### src/rtl/otf_pkg.sv
// Shared definitions for the on-the-fly converter: FSM state encoding,
// signed-digit rail codes and the digit counter width helper.
package otf_pkg;

    typedef enum logic [1:0] {
        IDLE,
        SKIP,
        ACC
    } state_t;

    // {d_p, d_n} rail codes; 2'b11 is a redundant zero
    localparam logic [1:0] POS  = 2'b10;
    localparam logic [1:0] NEG  = 2'b01;
    localparam logic [1:0] ZERO = 2'b00;

    // Counter must reach both the skip length and the digit count
    function automatic int unsigned cnt_width(input int unsigned n, input int unsigned od);
        int unsigned m;
        m = (n > od) ? n : od;
        return (m < 1) ? 1 : $clog2(m + 1);
    endfunction

endpackage

### src/rtl/otf_converter_if.sv
// Stream/result bundle between the online adder side and the parallel side.
// Optional early-sign signals exist only when OTF_EARLY_SIGN_EN is defined.
interface otf_converter_if #(
    parameter int unsigned N = 8
);
    logic         start;
    logic         d_p;
    logic         d_n;
    logic         busy;
    logic         valid_out;
    logic [N:0]   z;
`ifdef OTF_EARLY_SIGN_EN
    logic         sign_valid;
    logic         sign;

    modport master (
        output start, d_p, d_n,
        input  busy, valid_out, z, sign_valid, sign
    );

    modport slave (
        input  start, d_p, d_n,
        output busy, valid_out, z, sign_valid, sign
    );
`else
    modport master (
        output start, d_p, d_n,
        input  busy, valid_out, z
    );

    modport slave (
        input  start, d_p, d_n,
        output busy, valid_out, z
    );
`endif
endinterface

### src/rtl/otf_digit_decode.sv
// Borrow-save digit decode: (d_p, d_n) to one-hot {pos, zero, neg}.
module otf_digit_decode
    import otf_pkg::*;
(
    input  logic d_p,
    input  logic d_n,
    output logic pos,
    output logic zero,
    output logic neg
);

    // Map the two rails to exactly one of the three digit values
    always_comb begin
        pos  = 1'b0;
        zero = 1'b0;
        neg  = 1'b0;
        case ({d_p, d_n})
            POS:     pos  = 1'b1;
            NEG:     neg  = 1'b1;
            ZERO:    zero = 1'b1;
            default: zero = 1'b1;
        endcase
    end

endmodule

### src/rtl/otf_converter.sv
// On-the-fly converter: skips ONLINE_DELAY leading digits of a serial
// signed-digit stream, then builds an N-digit two's-complement result
// using the Q / QM = Q-1 register pair so no carry ever propagates.
// Optional feature macro: OTF_EARLY_SIGN_EN (adds sign_valid / sign).
module otf_converter
    import otf_pkg::*;
#(
    parameter int unsigned N            = 8,
    parameter int unsigned ONLINE_DELAY = 2
) (
    input  logic            clk,
    input  logic            rst,
    otf_converter_if.slave  bus
);

    localparam int unsigned    CW          = cnt_width(N, ONLINE_DELAY);
    localparam int unsigned    SKIP_LAST_I = (ONLINE_DELAY == 0) ? 0 : ONLINE_DELAY - 1;
    localparam logic [CW-1:0]  SKIP_LAST   = CW'(SKIP_LAST_I);
    localparam logic [CW-1:0]  ACC_LAST    = CW'(N - 1);

    state_t         state;
    state_t         state_nx;
    logic [CW-1:0]  cnt;
    logic [N:0]     q;
    logic [N:0]     qm;
    logic [N:0]     q_nx;
    logic [N:0]     qm_nx;
    logic [N:0]     z_r;
    logic           valid_r;
    logic           busy;
    logic           pos;
    logic           zero;
    logic           neg;
    logic           start_ok;
    logic           skip_done;
    logic           acc_done;

    otf_digit_decode u_decode (
        .d_p  (bus.d_p),
        .d_n  (bus.d_n),
        .pos  (pos),
        .zero (zero),
        .neg  (neg)
    );

    assign start_ok  = (state == IDLE) && bus.start;
    assign skip_done = (state == SKIP) && (cnt == SKIP_LAST);
    assign acc_done  = (state == ACC)  && (cnt == ACC_LAST);

    // State register
    always_ff @(posedge clk or negedge rst) begin
        if (!rst) begin
            state <= IDLE;
        end else begin
            state <= state_nx;
        end
    end

    // Next-state logic
    always_comb begin
        state_nx = state;
        case (state)
            IDLE: if (bus.start) state_nx = (ONLINE_DELAY == 0) ? ACC : SKIP;
            SKIP: if (skip_done) state_nx = ACC;
            ACC:  if (acc_done)  state_nx = IDLE;
            default: state_nx = IDLE;
        endcase
    end

    // Output logic
    always_comb begin
        busy = (state != IDLE);
    end

    // Shift-append update of Q/QM for the current digit; the MSB falls off
    always_comb begin
        q_nx  = q;
        qm_nx = qm;
        if (pos) begin
            q_nx  = {q[N-1:0], 1'b1};
            qm_nx = {q[N-1:0], 1'b0};
        end
        if (zero) begin
            q_nx  = {q[N-1:0], 1'b0};
            qm_nx = {qm[N-1:0], 1'b1};
        end
        if (neg) begin
            q_nx  = {qm[N-1:0], 1'b1};
            qm_nx = {qm[N-1:0], 1'b0};
        end
    end

    // Digit counter, accumulator pair, result register and valid pulse
    always_ff @(posedge clk or negedge rst) begin
        if (!rst) begin
            cnt     <= '0;
            q       <= '0;
            qm      <= '1;
            z_r     <= '0;
            valid_r <= 1'b0;
        end else begin
            valid_r <= 1'b0;
            if (start_ok) begin
                cnt <= '0;
                q   <= '0;
                qm  <= '1;
            end else if (state == SKIP) begin
                cnt <= skip_done ? '0 : cnt + CW'(1);
            end else if (state == ACC) begin
                q   <= q_nx;
                qm  <= qm_nx;
                cnt <= acc_done ? '0 : cnt + CW'(1);
                if (acc_done) begin
                    z_r     <= q_nx;
                    valid_r <= 1'b1;
                end
            end
        end
    end

    assign bus.busy      = busy;
    assign bus.valid_out = valid_r;
    assign bus.z         = z_r;

`ifdef OTF_EARLY_SIGN_EN
    logic sign_r;
    logic sign_valid_r;

    // Sign is fixed by the first nonzero digit; an all-zero frame reports + at the end
    always_ff @(posedge clk or negedge rst) begin
        if (!rst) begin
            sign_r       <= 1'b0;
            sign_valid_r <= 1'b0;
        end else if (start_ok) begin
            sign_r       <= 1'b0;
            sign_valid_r <= 1'b0;
        end else if ((state == ACC) && !sign_valid_r) begin
            if (!zero) begin
                sign_r       <= neg;
                sign_valid_r <= 1'b1;
            end else if (acc_done) begin
                sign_r       <= 1'b0;
                sign_valid_r <= 1'b1;
            end
        end
    end

    assign bus.sign       = sign_r;
    assign bus.sign_valid = sign_valid_r;
`endif

endmodule

### src/flat_wrapper.sv
// flat-port wrapper written by rule: the top's interface ports become plain ports
module otf_converter_flat import otf_pkg::*;
#(
    parameter int unsigned N            = 8,
    parameter int unsigned ONLINE_DELAY = 2
)
  (clk, rst, bus_start, bus_d_p, bus_d_n, bus_busy, bus_valid_out, bus_z);
  otf_converter_if #(.N(N)) bus_i ();
  input  logic clk;
  input  logic rst;
  input wire logic [$bits(bus_i.start)-1:0] bus_start;
  input wire logic [$bits(bus_i.d_p)-1:0] bus_d_p;
  input wire logic [$bits(bus_i.d_n)-1:0] bus_d_n;
  output wire logic [$bits(bus_i.busy)-1:0] bus_busy;
  output wire logic [$bits(bus_i.valid_out)-1:0] bus_valid_out;
  output wire logic [$bits(bus_i.z)-1:0] bus_z;
  assign bus_i.start = bus_start;
  assign bus_i.d_p = bus_d_p;
  assign bus_i.d_n = bus_d_n;
  assign bus_busy = bus_i.busy;
  assign bus_valid_out = bus_i.valid_out;
  assign bus_z = bus_i.z;
  otf_converter #(.N(N), .ONLINE_DELAY(ONLINE_DELAY)) u_core (.clk(clk), .rst(rst), .bus(bus_i));
endmodule
### config.mk
export PLATFORM = sky130hd
export DESIGN_NAME = otf_converter_flat
export DESIGN_NICKNAME = d
export VERILOG_FILES = /design/src/rtl/otf_pkg.sv /design/src/rtl/otf_converter_if.sv /design/src/rtl/otf_digit_decode.sv /design/src/rtl/otf_converter.sv /design/src/flat_wrapper.sv
export SDC_FILE = /design/constraint.sdc
export NUM_CORES = 1
export LEC_CHECK = 0
export BUFFER_PORTS_ARGS = -buffer_cell sky130_fd_sc_hd__clkbuf_2
export CAP_MARGIN = 10
export CORE_MARGIN = 2
export CORE_UTILIZATION = 55
export DETAILED_ROUTE_END_ITERATION = 8
export PLACE_DENSITY = 0.74
export SYNTH_ARGS = -nofsm -noshare
export SYNTH_HDL_FRONTEND = slang
export SYNTH_SLANG_ARGS = --single-unit
### constraint.sdc
create_clock -name clk -period 2.29 [get_ports clk]
set_input_delay 0.458 -clock clk [delete_from_list [all_inputs] [get_ports clk]]
set_output_delay 0.458 -clock clk [all_outputs]
set_load 0.05 [all_outputs]
==> qor.yml <==
status: "finished clean"
die-width_um: 61.46
rsz0062_at_grt: "no"
globalRouteOverflowTotal: 0
gp_congestion: 0.7856
cts_setup_buffers: 0
worst_hold_path_type: "in2async"
syn_avg_cell_area_sq_um: 11.79
worst-r2r-setup-slack_ps: 240
grt_pass1_wl_um: 5471
clock-root-buffer: "clkbuf_4"
track_usage_pct: 19.94
drc: 0
fin_skew_ps: 16.44
tns_ps: 0
synth-main-ff-cell: "dfrtp_1"
floorplan.initialDensity_pct: 58.51
clock_latency_ps: 330
row_count: 20
cp.required_ps: 2510
p_per_area_nw_per_um2: 1110
rr_startpoint: "u_core.state[0]"
cts.sinks: 33
core_sq_um: 3103
critPathKind: "reg2reg"
antenna_found_initial: 0
grt_max_degree: 34
finalSetupViolations: 0
synth_nets: 169
drt-initial-drc-count: 83
viasPerCell: 5.789
crit_path_cell_trace: "inv_1, ha_1, a21bo_1, or3_1, buf_4, mux2_4"
dpl_cell_area_sq_um: 1934
top_layer_used: "met4"
nFillCells: 268
synth.yosys.seq_area_share_pct: 46.04
power_mw: 2.204
final_cell_mix: "25 x dfrtp_1, 15 x clkbuf_2, 11 x inv_1"
crit_path_max_fanout: 10
synthArstFlopShare_pct: 100.0
place_inst: 210
rr_worst_depth: 6
max_stage_delay_ps: 420
register_area_sq_um: 835.8
wirelength_um: 3319
syn2layout_area_growth_pct: 9.373
design_area_sq_um: 1986
grt_pass1_vias: 1158
place_hpwl_um: 2510
syn_inst: 154
vias: 1262
ir_drop_v: 0.0006451
cts.repair.resized: 0
maxSlewHeadroom_pct: 49.23
cp_top_family: "flip-flops"
met3WireLength_um: 147
cts_buffers: 5
hold_viol: 0
clkTransAtPathRegs_ps: 100
avgRoutedWirePerCell_um: 15.22
fmax_ghz: 0.4886
synth_area_sq_um: 1815
start_kind: "flip-flop"
htreeDepth: 2
timing.final.max_slew_violations: 0
ant_nets: 0
fin_crit_sh_pct: 89.37
tightest_slew_ps: 761.5
instances_no_fill: 218
yosysUniqueCellTypes: 37
rr_endpoint: "u_core.bus.z[5]"
holdBufCountCts: 0
die_h_um: 61.46
synth_edf_count: 0
max_cap_violations: 0
route.met2.wl_um: 1422
clk_path_buf_depth: 2
layout_commonest_cell: "dfrtp_1"
ys_seq_elements: 33
critPathArrivalTime_ps: 2270
post-route-min-period_ps: 2047
wirelength_met1_um: 1745
boundaryPins: 16
cp_num_buf_inv: 2
tritoncts: "yes"
multi_input_area_sq_um: 904.6
drt_pass1_iterations: 4
port_buffers: 15
end_kind: "flip-flop"
leakage_nw: 0.9661
antenna_cells: 0
dieArea_sq_um: 3777
nets: 188
drive_above_1_share_pct: 27.01
ys_warn_count: 0
cpMaxStageDelayCell: "dfrtp_1"
==> report_power, final <==
group	leakage (nW)	switching, mW	internal, mW
logic	0.520	0.465	0.439
registers	0.414	0.179	0.817
clock network	0.0320	0.188	0.117
==> kinds of logic after synthesis <==
kind of cell | after synthesis | synth area share, %
mux | 17 | 11.37
simple gates | 39 | 14.40
fa+ha+maj | 10 | 6.892
flops | 33 | 46.04
compound gates | 38 | 17.16
buf+inv | 17 | 4.135
==> worst max-delay path by stage <==
stage                     from               to  cells past startpoint
4_1_cts        u_core.state[0]  u_core.bus.z[4]                      6
6_report       u_core.state[0]  u_core.bus.z[5]                      6
5_1_grt        u_core.state[0]  u_core.bus.z[3]                      6
2_1_floorplan  u_core.state[0]  u_core.bus.z[2]                      6
3_3_place_gp           bus_d_p  u_core.bus.z[2]                      6
3_5_place_dp           bus_d_p  u_core.bus.z[6]                      6
==> per-stage QoR <==
stage | util [%] | setup WS [ps] | hold WS, ps
after detailed placement | 62.34 | 146.2 | 476.7
final | 63.99 | 243.4 | 182.6
after floorplan | - | 430.7 | 162.4
after global routing | 63.99 | 149.3 | 225.0
after global placement | 62.34 | 220.6 | 467.4
after CTS | 63.99 | 233.2 | 196.3
==> flip-flops by register name (all words and copies together), names as in the netlist <==
signal	cells
u_core.bus.z	9
u_core.q	9
u_core.qm	8
u_core.state	2
u_core.cnt	4
u_core.bus.valid_out	1
==> worst reg2reg max path: stages (launching register included) <==
cell	delay, ps
dfrtp_1	420
inv_1	120
ha_1	260
a21bo_1	260
or3_1	360
buf_4	200
mux2_4	310
==> cell usage after synthesis, drive strengths merged, types with 3 or more instances <==
library cell	number	area [sq um]
nor2b	9	56.30
nand3b	5	37.54
ha	10	125.1
o21ai	3	15.01
mux2	8	116.4
mux2i	9	90.09
dfrtp	25	625.6
inv	11	41.29
buf	4	26.27
a22o	7	61.31
a221o	7	70.07
nand2	3	11.26
nor4b	8	70.07
nor2	3	13.77
a21oi	5	25.02
dfstp	8	210.2
or2	3	18.77
a2bb2oi	7	61.31
==> final cells by class <==
cell class | count | area share (%)
clock buffers | 6 | 2.079
clock inverters | 2 | 0.5041
inverters | 11 | 2.079
multi-input cells | 104 | 45.56
flip-flops and latches | 33 | 42.09
well taps | 44 | 2.773
repair buffers | 18 | 4.915
==> routing by layer <==
| metal | vias up | global-route usage [%] |
|---|---|---|
| met1 | 621 | 29.64 |
| met2 | 26 | 27.96 |
| li1 | 613 | - |
| met4 | 0 | 5.167 |
| met5 | - | 0 |
| met3 | 2 | 6.513 |
No activity file was read; power rests on OpenSTA's default activity.
